==> src/rtl/irq_ctrl_pkg.sv <==
// irq_ctrl_pkg: shared constants for the CP0 interrupt path.
//   - irq_state_t : interrupt front-end FSM encodings (2-bit)
//   - EXE_CP0_*   : execute-stage CP0 operation codes
//   - CP0_*       : CP0 register numbers and exception codes
//   - irq_id_w()  : width of a source id, never below 1
package irq_ctrl_pkg;

  typedef enum logic [1:0] {
    IRQ_IDLE = 2'd0,
    IRQ_REQ  = 2'd1,
    IRQ_WAIT = 2'd2,
    IRQ_SERV = 2'd3
  } irq_state_t;

  localparam logic [2:0] EXE_CP0_NONE = 3'd0;
  localparam logic [2:0] EXE_CP0_MFC0 = 3'd1;
  localparam logic [2:0] EXE_CP0_MTC0 = 3'd2;
  localparam logic [2:0] EXE_CP0_ERET = 3'd3;

  localparam logic [4:0] CP0_REG_STATUS = 5'd12;
  localparam logic [4:0] CP0_REG_CAUSE  = 5'd13;
  localparam logic [4:0] CP0_REG_EPC    = 5'd14;
  localparam logic [4:0] CP0_EXC_INT    = 5'd0;

  function automatic int unsigned irq_id_w(input int unsigned n);
    return (n > 1) ? $clog2(n) : 1;
  endfunction

endpackage

==> src/rtl/irq_debounce.sv <==
// irq_debounce: one interrupt source front-end.
//   clk, rst_n : clock, synchronous active-low reset
//   src        : raw asynchronous line
//   rise       : one-cycle pulse when the debounced level goes 0->1
// A 2-FF synchroniser feeds a counter debouncer; the level is accepted
// once the synchronised value has differed from it for DB_CYCLES+1 samples.
module irq_debounce #(
  parameter int unsigned DB_CYCLES = 16
) (
  input  logic clk,
  input  logic rst_n,
  input  logic src,
  output logic rise
);

  localparam int unsigned CNT_W = $clog2(DB_CYCLES + 1);
  localparam logic [CNT_W-1:0] CNT_MAX = CNT_W'(DB_CYCLES);

  logic             sync1;
  logic             sync2;
  logic             db_lvl;
  logic             lvl_d;
  logic [CNT_W-1:0] cnt;

  always_ff @(posedge clk) begin
    if (!rst_n) begin
      sync1  <= 1'b0;
      sync2  <= 1'b0;
      db_lvl <= 1'b0;
      lvl_d  <= 1'b0;
      cnt    <= '0;
    end else begin
      sync1 <= src;
      sync2 <= sync1;
      lvl_d <= db_lvl;
      if (sync2 == db_lvl) begin
        cnt <= '0;
      end else if (cnt == CNT_MAX) begin
        db_lvl <= sync2;
        cnt    <= '0;
      end else begin
        cnt <= cnt + CNT_W'(1);
      end
    end
  end

  assign rise = db_lvl & ~lvl_d;

endmodule

==> src/rtl/irq_ctrl.sv <==
// irq_ctrl: interrupt front-end ahead of CP0.
//   clk, rst_n  : clock, synchronous active-low reset
//   irq_src     : raw async interrupt lines (active-high)
//   irq_mask    : 1 = source may be arbitrated
//   ir_taken    : CP0 took the interrupt this cycle
//   eret        : CP0 executes ERET this cycle
//   ir_req      : one-cycle request pulse to CP0 ir_in
//   irq_id      : id of outstanding / last serviced source
//   irq_pending : latched rising edges awaiting service
//   irq_lost    : sticky, edge arrived while already pending
//   in_service  : an interrupt is outstanding
module irq_ctrl
  import irq_ctrl_pkg::*;
#(
  parameter  int unsigned N_SRC     = 4,
  parameter  int unsigned DB_CYCLES = 16,
  localparam int unsigned ID_W      = irq_id_w(N_SRC)
) (
  input  logic             clk,
  input  logic             rst_n,
  input  logic [N_SRC-1:0] irq_src,
  input  logic [N_SRC-1:0] irq_mask,
  input  logic             ir_taken,
  input  logic             eret,
  output logic             ir_req,
  output logic [ID_W-1:0]  irq_id,
  output logic [N_SRC-1:0] irq_pending,
  output logic [N_SRC-1:0] irq_lost,
  output logic             in_service
);

  irq_state_t       state_q;
  irq_state_t       state_d;
  logic [N_SRC-1:0] rise;
  logic [N_SRC-1:0] pend_q;
  logic [N_SRC-1:0] lost_q;
  logic [N_SRC-1:0] elig_q;
  logic [N_SRC-1:0] clr;
  logic [ID_W-1:0]  id_q;
  logic [ID_W-1:0]  win_id;
  logic             found;
  logic             grant;

  for (genvar g = 0; g < N_SRC; g++) begin : g_src
    irq_debounce #(
      .DB_CYCLES (DB_CYCLES)
    ) u_db (
      .clk   (clk),
      .rst_n (rst_n),
      .src   (irq_src[g]),
      .rise  (rise[g])
    );
  end

  // Lowest eligible index wins. Arbitration works from a registered copy
  // of pending & mask, which gives the two-cycle pending-to-request latency.
  always_comb begin
    win_id = '0;
    found  = 1'b0;
    for (int unsigned i = 0; i < N_SRC; i++) begin
      if (elig_q[i] && !found) begin
        win_id = ID_W'(i);
        found  = 1'b1;
      end
    end
  end

  always_comb begin
    state_d = state_q;
    grant   = 1'b0;
    case (state_q)
      IRQ_IDLE: begin
        if (elig_q != '0) begin
          grant   = 1'b1;
          state_d = IRQ_REQ;
        end
      end
      IRQ_REQ:  state_d = IRQ_WAIT;
      IRQ_WAIT: begin
        if (ir_taken)  state_d = IRQ_SERV;
        else if (eret) state_d = IRQ_IDLE;
      end
      IRQ_SERV: begin
        if (eret) state_d = IRQ_IDLE;
      end
      default:  state_d = IRQ_IDLE;
    endcase
  end

  assign clr = grant ? (N_SRC'(1) << win_id) : '0;

  // A new edge on the granted source in the grant cycle re-sets the bit
  // and is not counted as lost.
  always_ff @(posedge clk) begin
    if (!rst_n) begin
      state_q <= IRQ_IDLE;
      pend_q  <= '0;
      lost_q  <= '0;
      elig_q  <= '0;
      id_q    <= '0;
    end else begin
      state_q <= state_d;
      elig_q  <= pend_q & irq_mask;
      pend_q  <= (pend_q & ~clr) | rise;
      lost_q  <= lost_q | (rise & pend_q & ~clr);
      if (grant) id_q <= win_id;
    end
  end

  assign ir_req      = (state_q == IRQ_REQ);
  assign in_service  = (state_q != IRQ_IDLE);
  assign irq_id      = id_q;
  assign irq_pending = pend_q;
  assign irq_lost    = lost_q;

endmodule
==> config.mk <==
export PLATFORM = sky130hd
export DESIGN_NAME = irq_ctrl
export DESIGN_NICKNAME = d
export VERILOG_FILES = /design/src/rtl/irq_ctrl_pkg.sv /design/src/rtl/irq_debounce.sv /design/src/rtl/irq_ctrl.sv
export SDC_FILE = /design/constraint.sdc
export NUM_CORES = 1
export LEC_CHECK = 0
export ABC_AREA = 1
export BUFFER_PORTS_ARGS = -buffer_cell sky130_fd_sc_hd__buf_4
export CAP_MARGIN = 20
export CORE_UTILIZATION = 51
export DETAILED_ROUTE_END_ITERATION = 12
export PLACE_DENSITY = 0.8
export SLEW_MARGIN = 5
export SYNTH_ARGS = -nofsm -noshare
export SYNTH_HDL_FRONTEND = slang
export SYNTH_SLANG_ARGS = --single-unit
==> constraint.sdc <==
create_clock -name clk -period 1.2 [get_ports clk]
set_clock_uncertainty 0.2 [all_clocks]
set_input_delay 0.18 -clock clk [delete_from_list [all_inputs] [get_ports clk]]
set_output_delay 0.18 -clock clk [all_outputs]
set_load 0.01 [all_outputs]
==> results of run 1 <==
==> flip-flops by register name, summed over array words and instances, names as in the netlist <==
name,cells
elig_q,4
irq_lost,4
g_src.u_db.sync1,4
g_src.u_db.lvl_d,4
irq_id,2
state_q,2
g_src.u_db.db_lvl,4
g_src.u_db.cnt,20
g_src.u_db.sync2,4
irq_pending,4
==> metrics by stage <==
stage / setup WS (ns) / TNS [ns] / total power [uW] / util (%)
3_3_place_gp: -0.04295 / -0.5135 / 1967 / 61.48
5_1_grt: -0.1871 / -1.500 / 3140 / 77.95
3_5_place_dp: -0.07989 / -1.118 / 1970 / 61.48
2_1_floorplan: 0.01310 / 0 / 1902 / -
4_1_cts: -0.1548 / -0.3330 / 2996 / 69.09
6_report: -0.1430 / -0.3669 / 2988 / 77.95
==> logic make-up (layout without fill, tap and decap cells) <==
family	Yosys count	in the layout
fa+ha+maj	8	8
compound gates	20	20
flops	52	52
xor+xnor	12	12
buf+inv	47	99
simple gates	106	106
==> power by group <==
part / switching [uW] / total (uW) / internal (uW)
registers: 27.3 / 1760 / 1740
logic: 122 / 254 / 132
clock network: 556 / 971 / 415
total: 706 / 2990 / 2280
==> worst paths after layout <==
path | start | end | slack [ns] | cells after the start
worst max-delay path | state_q[1] | in_service | -0.14 | 3
worst min-delay path | eret | state_q[0] | 0.03 | 4
worst max register to register | g_src[1].u_db.cnt[1] | g_src[1].u_db.cnt[2] | -0.03 | 5
worst min register to register | g_src[3].u_db.sync1 | g_src[3].u_db.sync2 | 0.22 | 2
==> final cells by class <==
type,count,area [sq um],area share [%]
Clock buffer,6,72.57,2.505
Clock inverter,2,16.27,0.5616
Inverter,44,170.2,5.875
Multi-Input combinational cell,146,1094,37.75
Sequential cell,52,1090,37.62
Tap cell,48,60.06,2.073
Timing Repair Buffer,47,394.1,13.61
==> repair_timing <==
action,CTS,global route
hold buffers,9,0
setup endpoints to repair,28,40
endpoints found under the hold margin,10,0
resized for setup,30,81
pin swaps,7,18
buffers inserted,2,7
==> synthesized netlist by cell type <==
cell type,count,area share [%]
dfxtp_1,52,52
nor2_1,43,8.0
inv_1,38,7.1
nand2_1,38,7.1
xor2_1,12,5.2
a21oi_1,11,2.7
nand3_1,10,2.5
ha_1,8,5.0
inv_2,6,1.1
o21ai_1,5,1.2
nor3_2,4,2.0
buf_2,3,0.74
nand3_2,3,1.5
or2_1,3,0.93
a21oi_2,2,0.87
nand4_1,2,0.62
a211oi_1,1,0.37
nor2_2,1,0.31
nor2_4,1,0.56
o22ai_1,1,0.31
or2_0,1,0.31
==> metal layers <==
layer  track usage (%)  vias up  share of wire (%)
li1                  -      841                  -
met1             21.18      788                 43
met2             32.16       34                 51
met3             5.282       12                3.3
met4             8.333        0                3.0
met5                 0        -                  0
==> worst register-to-register path: stages (launching register included) <==
cell,delay [ns]
dfxtp_4,0.38
inv_2,0.05
ha_4,0.16
nand3_4,0.10
nand3_4,0.11
nor3_2,0.18
==> run metrics, run 1 <==
outcome complete, but fails checks; failing checks negative setup slack; HPWL Detailed 2209 um; CP bufs+invs 2; Critical Path RT 0.82 ns; Post-Synth Simple-Gate Area 23.76%; Area Overhead vs Synth 43.61%; total die area 4210 sq um; Crit. End Element primary output; Total Wirelength 3982 um; Post-Syn Instances 245; synth unique cells 21; Die Ht 64.89 um; mapped cell area 2017 sq um; later-pin clock latency in the skew report 0.31 ns; syn nets 265; mux share of post-synthesis cell area 0%; dpl cells 319; Die X-Extent 64.89 um; relative slew slack 78.53%; # IOs 24; endpoints failing hold 0; TritonCTS Buffers 5; Root Buffer clkbuf_8; worst slew pin tran 0.3220 ns; # clock sinks 52; Final Non-Filler Cells 345; core area 3716 sq um; Port Buf Inserts 23; P_leak 0.001179 uW; layout cells sized above 1 46.80%; TritonRoute pass-1 iters 4; RSZ-0062 raised after global routing true; Mean Syn Cell Area 8.232 sq um; crit-path leading delay family flip-flops; CP Launch Type flop; pwr dens 1032 nW/um^2; FF+latch count, synth 52; Residual DRC 0; via count 1675; min-delay worst type in2reg; Avg WL per Cell 11.54 um; most common cell after layout, fill and taps aside buf_4; endpoints failing setup 9; most frequent cells in the layout buf_4, dfxtp_1, nand2_1; CP max FO 3; Post-DRT Antenna Nets 0; max-slew violation count 0; Final min period 1.343 ns; post-route cell area 2897 sq um; max-cap viol count 0; # diodes 0; slowest CP cell dfxtp_2; Synth Area in Adders 4.963%; GPL Wtd Cong 0.7136; final worst slack -0.1430 ns; Synth Area in Compound Gates 5.521%; deepest clock path buffer count 2; post-synthesis xor/xnor area fraction 5.211%; initial antenna violation count 0; placed instance area 2285 sq um; vias in the first global route 1466; Worst Path Arrival 0.96 ns; CTS tree done; CP Class reg2out; largest net degree at the start of global routing 23; max incr delay on CP 0.36 ns; Peak VDD IR 0.8285 mV; H-tree depth 2; site row count 22; sequential element share of the synthesized area 51.61%; first-pass GRT wire length 6044 um; largest family of logic cells by synthesized area simple AND/OR/NAND/NOR gates; nets 316; Initial Utilization 54.28%; fillcell total 247; Min Hold Slack 0.03258 ns; crit share post-route 111.9%; DR vias/cell 4.855; Fmax 744.6 MHz; yosys warns 0; critical-path cell list nor2_4, inv_2, buf_6; DRT iter0 DRCs 125; clock-pin slew on the worst setup and hold paths 0.09 ns; Global Route Usage Sum 18.67%; Overflow after GRT 0
No activity file was read; power rests on OpenSTA's default activity.
==> run 2: changes to the inputs <==
--- a/config.mk
+++ b/config.mk
@@ -10,8 +10,10 @@
 export CAP_MARGIN = 20
 export CORE_UTILIZATION = 51
 export DETAILED_ROUTE_END_ITERATION = 12
+export MAX_ROUTING_LAYER = met4
 export PLACE_DENSITY = 0.8
 export SLEW_MARGIN = 5
 export SYNTH_ARGS = -nofsm -noshare
 export SYNTH_HDL_FRONTEND = slang
 export SYNTH_SLANG_ARGS = --single-unit
+export TNS_END_PERCENT = 50
==> run metrics, run 2 (synthesis gave the netlist of run 1 again) <==
DR vias/cell 4.951 (+2.0%); layout cells sized above 1 44.59% (-2.2 points); # IOs 24 (unchanged); worst slew pin tran 0.3455 ns (+0.02348 ns); nets 315 (-0.32%); max incr delay on CP 0.36 ns (about the same); later-pin clock latency in the skew report 0.31 ns (about the same); largest net degree at the start of global routing 23 (unchanged); Min Hold Slack 0.03209 ns (-0.0004932 ns); DRT iter0 DRCs 96 (-23%); Initial Utilization 54.28% (unchanged); met2 Use GR 32.16% (unchanged); CP Class reg2out; HPWL Detailed 2209 um (unchanged); CTS tree done; core area 3716 sq um (unchanged); routing usage on met3 5.282% (unchanged); Critical Path RT 0.82 ns (about the same); Fmax 744.0 MHz (about the same); CP bufs+invs 2 (unchanged); via count 1703 (+1.7%); Worst Path Arrival 0.96 ns (about the same); Global Route Usage Sum 19.14% (+0.48 points); slowest CP cell dfxtp_2; Crit. End Element primary output; Die X-Extent 64.89 um (unchanged); critical-path cell list nor2_4, inv_2, buf_6; Residual DRC 0 (unchanged); total die area 4210 sq um (unchanged); Final min period 1.344 ns (+0.0009990 ns); final worst slack -0.1440 ns (-0.0009990 ns); Peak VDD IR 0.9354 mV (+13%); TritonCTS Buffers 5 (unchanged); crit share post-route 112.0% (about the same); Avg WL per Cell 12.50 um (+8.3%); P_leak 0.001175 uW (-0.40%); Die Ht 64.89 um (unchanged); endpoints failing setup 17 (+8); deepest clock path buffer count 2 (unchanged); relative slew slack 76.89% (-1.6 points); Reg with most FFs g_src.u_db.cnt; # diodes 0 (unchanged); TritonRoute pass-1 iters 4 (unchanged); RSZ-0062 raised after global routing true; max-cap viol count 0 (unchanged); failing checks negative setup slack; outcome complete, but fails checks; CP Launch Type flop; Total Wirelength 4301 um (+8.0%); fillcell total 239 (-3.2%); # clock sinks 52 (unchanged); GPL Wtd Cong 0.7218 (+1.1%); Setup Total Neg Slack -0.7644 ns (-0.3975 ns); most common cell after layout, fill and taps aside nor2_1; max-slew violation count 0 (unchanged); CP max FO 3 (unchanged); first-pass GRT wire length 6023 um (-0.35%); M1 GR Usage 21.07% (-0.11 points); Port Buf Inserts 23 (unchanged); vias in the first global route 1469 (+0.20%); pwr dens 1039 nW/um^2 (+0.73%); Area Overhead vs Synth 42.99%; most frequent cells in the layout nor2_1, dfxtp_1, buf_4; clock-pin slew on the worst setup and hold paths 0.09 ns (about the same); site row count 22 (unchanged); Overflow after GRT 0 (unchanged); H-tree depth 2 (unchanged); max reg flops 20 (unchanged); min-delay worst type in2reg; overall power 2997 uW (+0.30%); Post-DRT Antenna Nets 0 (unchanged); Root Buffer clkbuf_8; initial antenna violation count 0 (unchanged); endpoints failing hold 0 (unchanged); busiest grt layer met2; crit-path leading delay family flip-flops
run 2: cell count changes in the layout (fill, tap and decap cells not counted), moves of 2 or more:
| cell | previous run | this run |
|---|---|---|
| inv_2 | 15 | 12 |
| inv_1 | 27 | 30 |
| buf_4 | 33 | 31 |
| nor2_2 | 15 | 10 |
| nor2_1 | 27 | 32 |
run 2: final timing paths:
| check | start | end | slack, ns | cells past startpoint |
|---|---|---|---|---|
| max | state_q[1] | in_service | -0.14 | 3 |
| min | eret | state_q[0] | 0.03 | 4 |
| max reg2reg | g_src[2].u_db.sync2 | g_src[2].u_db.cnt[3] | -0.10 | 3 |
| min reg2reg | g_src[3].u_db.sync1 | g_src[3].u_db.sync2 | 0.22 | 2 |
run 2: repair_timing:
| item | CTS | global route |
|---|---|---|
| buffers inserted | 2 | 6 |
| pin swaps | 7 | 18 |
| resized for setup | 27 | 78 |
| hold buffers | 9 | 0 |
| setup endpoints to repair | 28 | 41 |
| hold endpoints to repair | 10 | 0 |
run 2: cell type report:
type                       instances  area, sq um  share of cell area (%)
tap                               48        60.06                   2.082
clock inverter                     2        16.27                  0.5640
timing repair buffer              46        390.4                   13.54
multi-input combinational        146         1082                   37.53
clock buffer                       6        72.57                   2.516
sequential                        52         1092                   37.87
inverter                          44        170.2                   5.900
run 2: power by group:
| part | internal [uW] | switching [uW] |
|---|---|---|
| logic | 131 | 123 |
| clock network | 415 | 568 |
| registers | 1730 | 26.5 |
| total | 2280 | 718 |
run 2: tightest hold or removal path: cells and delay by family:
| family | cells | cell delay (ns) |
|---|---|---|
| AOI/OAI and AO/OA | 1 | 0.16 |
| buffers and inverters | 1 | 0.07 |
| and+or+nand+nor | 2 | 0.10 |
run 2: per-stage QoR:
step	worst slack, ns	util, %	std cells	instance area [sq um]
after floorplan	0.01310	-	245	2022
after global routing	-0.1872	77.61	344	2884
after global placement	-0.04295	61.48	319	2285
final	-0.1440	77.61	344	2884
after CTS	-0.1548	68.75	338	2555
after detailed placement	-0.07989	61.48	319	2285
run 2: metal layers:
| metal | wire length (um) | vias to the layer above |
|---|---|---|
| met5 | 0 | - |
| met4 | 156 | 0 |
| met3 | 129 | 16 |
| met2 | 2234 | 32 |
| met1 | 1780 | 811 |
| li1 | - | 844 |
==> run 3: changes to the inputs <==
--- a/config.mk
+++ b/config.mk
@@ -5,13 +5,12 @@
 export SDC_FILE = /design/constraint.sdc
 export NUM_CORES = 1
 export LEC_CHECK = 0
-export ABC_AREA = 1
 export BUFFER_PORTS_ARGS = -buffer_cell sky130_fd_sc_hd__buf_4
 export CAP_MARGIN = 20
-export CORE_UTILIZATION = 51
+export CORE_UTILIZATION = 23
 export DETAILED_ROUTE_END_ITERATION = 12
 export MAX_ROUTING_LAYER = met4
-export PLACE_DENSITY = 0.8
+export PLACE_DENSITY = 0.46
 export SLEW_MARGIN = 5
 export SYNTH_ARGS = -nofsm -noshare
 export SYNTH_HDL_FRONTEND = slang
==> run metrics, run 3 <==
Critical Path RT 0.82 ns (about the same); Area Overhead vs Synth 46.91%; Switching Fraction 22.47% (-1.5 points); CP Capture Point ir_req; site row count 33 (+50%); Internal Power 2307 uW (+1.2%); met3 wire len 124 um (-3.9%); fraction of registers with async set/reset 0% (unchanged); max reg flops 20 (unchanged); DR vias/cell 4.074 (-18%); yosys warns 0 (unchanged); hold_sp rst_n; crit share post-route 125.2% (+13 points); cell with the most instances after synthesis dfxtp_1; H-tree depth 2 (unchanged); flop-to-flop setup slack -0.27 ns (-0.17 ns); slowest CP cell dfxtp_4; max-cap viol count 0 (unchanged); # IOs 24 (unchanged); P_sw 668.8 uW (-6.9%); # diodes 0 (unchanged); syn nets 217 (-18%); Fmax 665.4 MHz (-11%); Die X-Extent 95.33 um (+47%); Post-synth top cells dfxtp_1, nor2_1, inv_1; outcome complete, but fails checks; share of power burned in combinational logic 5.7% (-2.8 points); Crit. End Element primary output; Multi-input gate area 1061 sq um (-2.0%); DRT iter0 DRCs 27 (-72%); most frequent cells in the layout buf_4, dfxtp_1, nor2_1; CP max FO 3 (unchanged); Worst Setup SP state_q[1]; Port Buf Inserts 23 (unchanged); Reg with most FFs g_src.u_db.cnt; deepest clock path buffer count 2 (unchanged); Root Buffer clkbuf_8; RSZ-0062 raised after global routing true; relative slew slack 76.51% (-0.38 points); via count 1495 (-12%); Post-DRT Antenna Nets 0 (unchanged); Final min period 1.503 ns (+0.1588 ns); Worst Path Arrival 1.12 ns (+0.16 ns); GPL Wtd Cong 0.6909 (-4.3%); final worst slack -0.3028 ns (-0.1588 ns); Top FF cell, synth dfxtp_1; FF/Latch Area 1074 sq um (-1.7%); Metal-1 WL 1855 um (+4.2%); later-pin clock latency in the skew report 0.30 ns (about the same); worst r2r src state_q[1]; largest net degree at the start of global routing 23 (unchanged); endpoints failing setup 23 (+6); DR WL met2 1902 um (-15%); HPWL Detailed 2611 um (+18%); Die Ht 95.33 um (+47%); CTS tree done; sequential element share of the synthesized area 51.97% (+0.35 points); first-pass GRT wire length 6492 um (+7.8%); Overflow after GRT 0 (unchanged); CP Launch Type flop; Global Route Usage Sum 9.506% (-9.6 points); core area 8341 sq um (+120%); R2R depth 4 (+1); endpoints failing hold 0 (unchanged); P_leak 0.001210 uW (+3.0%); fillcell total 874 (+270%); FF+latch count, synth 52 (unchanged); critical-path cell list buf_6, and2b_2, buf_6; # clock sinks 52 (unchanged); vias in the first global route 1488 (+1.3%); failing checks negative setup slack; Peak VDD IR 0.3984 mV (-57%); min-delay worst type in2reg; mapped cell area 2003 sq um (-0.68%); Post-Syn Instances 197 (-20%); Initial Utilization 24.02% (-30 points); initial antenna violation count 0 (unchanged); EDFF count, synth 0 (unchanged); total die area 9087 sq um (+120%); CP dominant cell by count buf_6; synth unique cells 37 (+76%); max incr delay on CP 0.37 ns (about the same); highest metal used met4; final core occ 35.28% (-42 points); post-synth top area share 51.97% (+0.35 points); layout cells sized above 1 43.89% (-0.70 points); dpl cells 344 (+7.8%); Total Wirelength 3915 um (-9.0%); worst slew pin tran 0.3497 ns (+0.004213 ns); CP Class reg2out; most common cell after layout, fill and taps aside buf_4; clock share of power 35.7% (+2.9 points); Mean Syn Cell Area 10.17 sq um (+24%); max-slew violation count 0 (unchanged); TritonCTS Buffers 5 (unchanged); Residual DRC 0 (unchanged); pwr dens 1011 nW/um^2 (-2.7%); TritonRoute pass-1 iters 2 (-2); reg2reg end irq_pending[2]; clock-pin slew on the worst setup and hold paths 0.10 ns (about the same); nets 281 (-11%); cell taking the most area after synthesis dfxtp_1; part of the power in registers 58.7% (about the same); largest cells by area after synthesis dfxtp_1, ha_1, nor2_1; Final Non-Filler Cells 367 (+6.7%); Avg WL per Cell 10.67 um (-15%)
-- run 3: cell types whose count changed after synthesis, moves of 6 or more --
cell,delta
inv_1,-23
nand2_1,-34
xnor2_1,+6
a21oi_1,-7
and2_1,+12
inv_2,-6
nor2_1,-19
and3_1,+8
-- run 3: worst min path at each step --
stage | cells after the start | end
floorplan | 1 | g_src[0].u_db.sync1
global placement | 2 | g_src[2].u_db.sync1
detailed placement | 2 | g_src[1].u_db.sync1
CTS | 2 | irq_pending[3]
global route | 2 | irq_pending[3]
finish | 2 | irq_pending[3]
-- run 3: final cells by class --
type / instances / area share (%)
clock buffer: 6 / 2.806
clock inverter: 2 / 0.4677
inverter: 15 / 1.913
multi-input combinational: 125 / 36.05
sequential: 52 / 36.48
tap: 105 / 4.464
timing repair buffer: 62 / 17.81
-- run 3: logic make-up after synthesis --
kind of cell / after synthesis / share of synthesized area [%]
buf+inv: 20 / 4.559
fa+ha+maj: 8 / 4.997
flops: 52 / 51.97
simple gates: 76 / 21.67
compound gates: 21 / 7.808
mux: 4 / 1.999
xor+xnor: 16 / 6.995
-- run 3: critical path: cells and delay by family (launching register included) --
family	cells	cell delay, ns
AND/OR/NAND/NOR	1	0.23
flip-flops	1	0.37
buffers and inverters	2	0.21
-- run 3: per-layer routing --
metal,vias to the layer above,track usage [%]
li1,775,-
met4,0,3.030
met1,697,11.50
met5,-,-
met3,4,2.632
met2,19,15.24
-- run 3: per-stage QoR --
step / setup slack, ns / cell area [sq um] / total power [uW] / hold WS [ns] / setup TNS (ns)
6_report: -0.3028 / 2943 / 2976 / 0.03072 / -3.669
5_1_grt: -0.3712 / 2943 / 3116 / 0.03659 / -5.511
4_1_cts: -0.2947 / 2819 / 3033 / 0.008459 / -3.927
3_5_place_dp: -0.1749 / 2467 / 1907 / 0.1906 / -3.342
3_3_place_gp: -0.1563 / 2467 / 1906 / 0.1933 / -2.945
2_1_floorplan: -0.1009 / 2018 / 1847 / 0.1073 / -1.130
-- run 3: power groups by stage --
stage / sequential, uW / combinational, uW / clock [uW]
6_report: 1750 / 169 / 1060
5_1_grt: 1750 / 186 / 1180
4_1_cts: 1750 / 156 / 1130
3_5_place_dp: 1790 / 116 / 0
3_3_place_gp: 1790 / 116 / 0
2_1_floorplan: 1790 / 56.7 / 0
-- run 3: timing repair --
action                                  in CTS  in global routing
hold endpoints to repair                     9                  0
hold buffers                                10                  0
buffers inserted                             4                  2
endpoints found under the setup margin      40                 43
gates resized for setup                     33                 25
pin swaps                                   18                 18
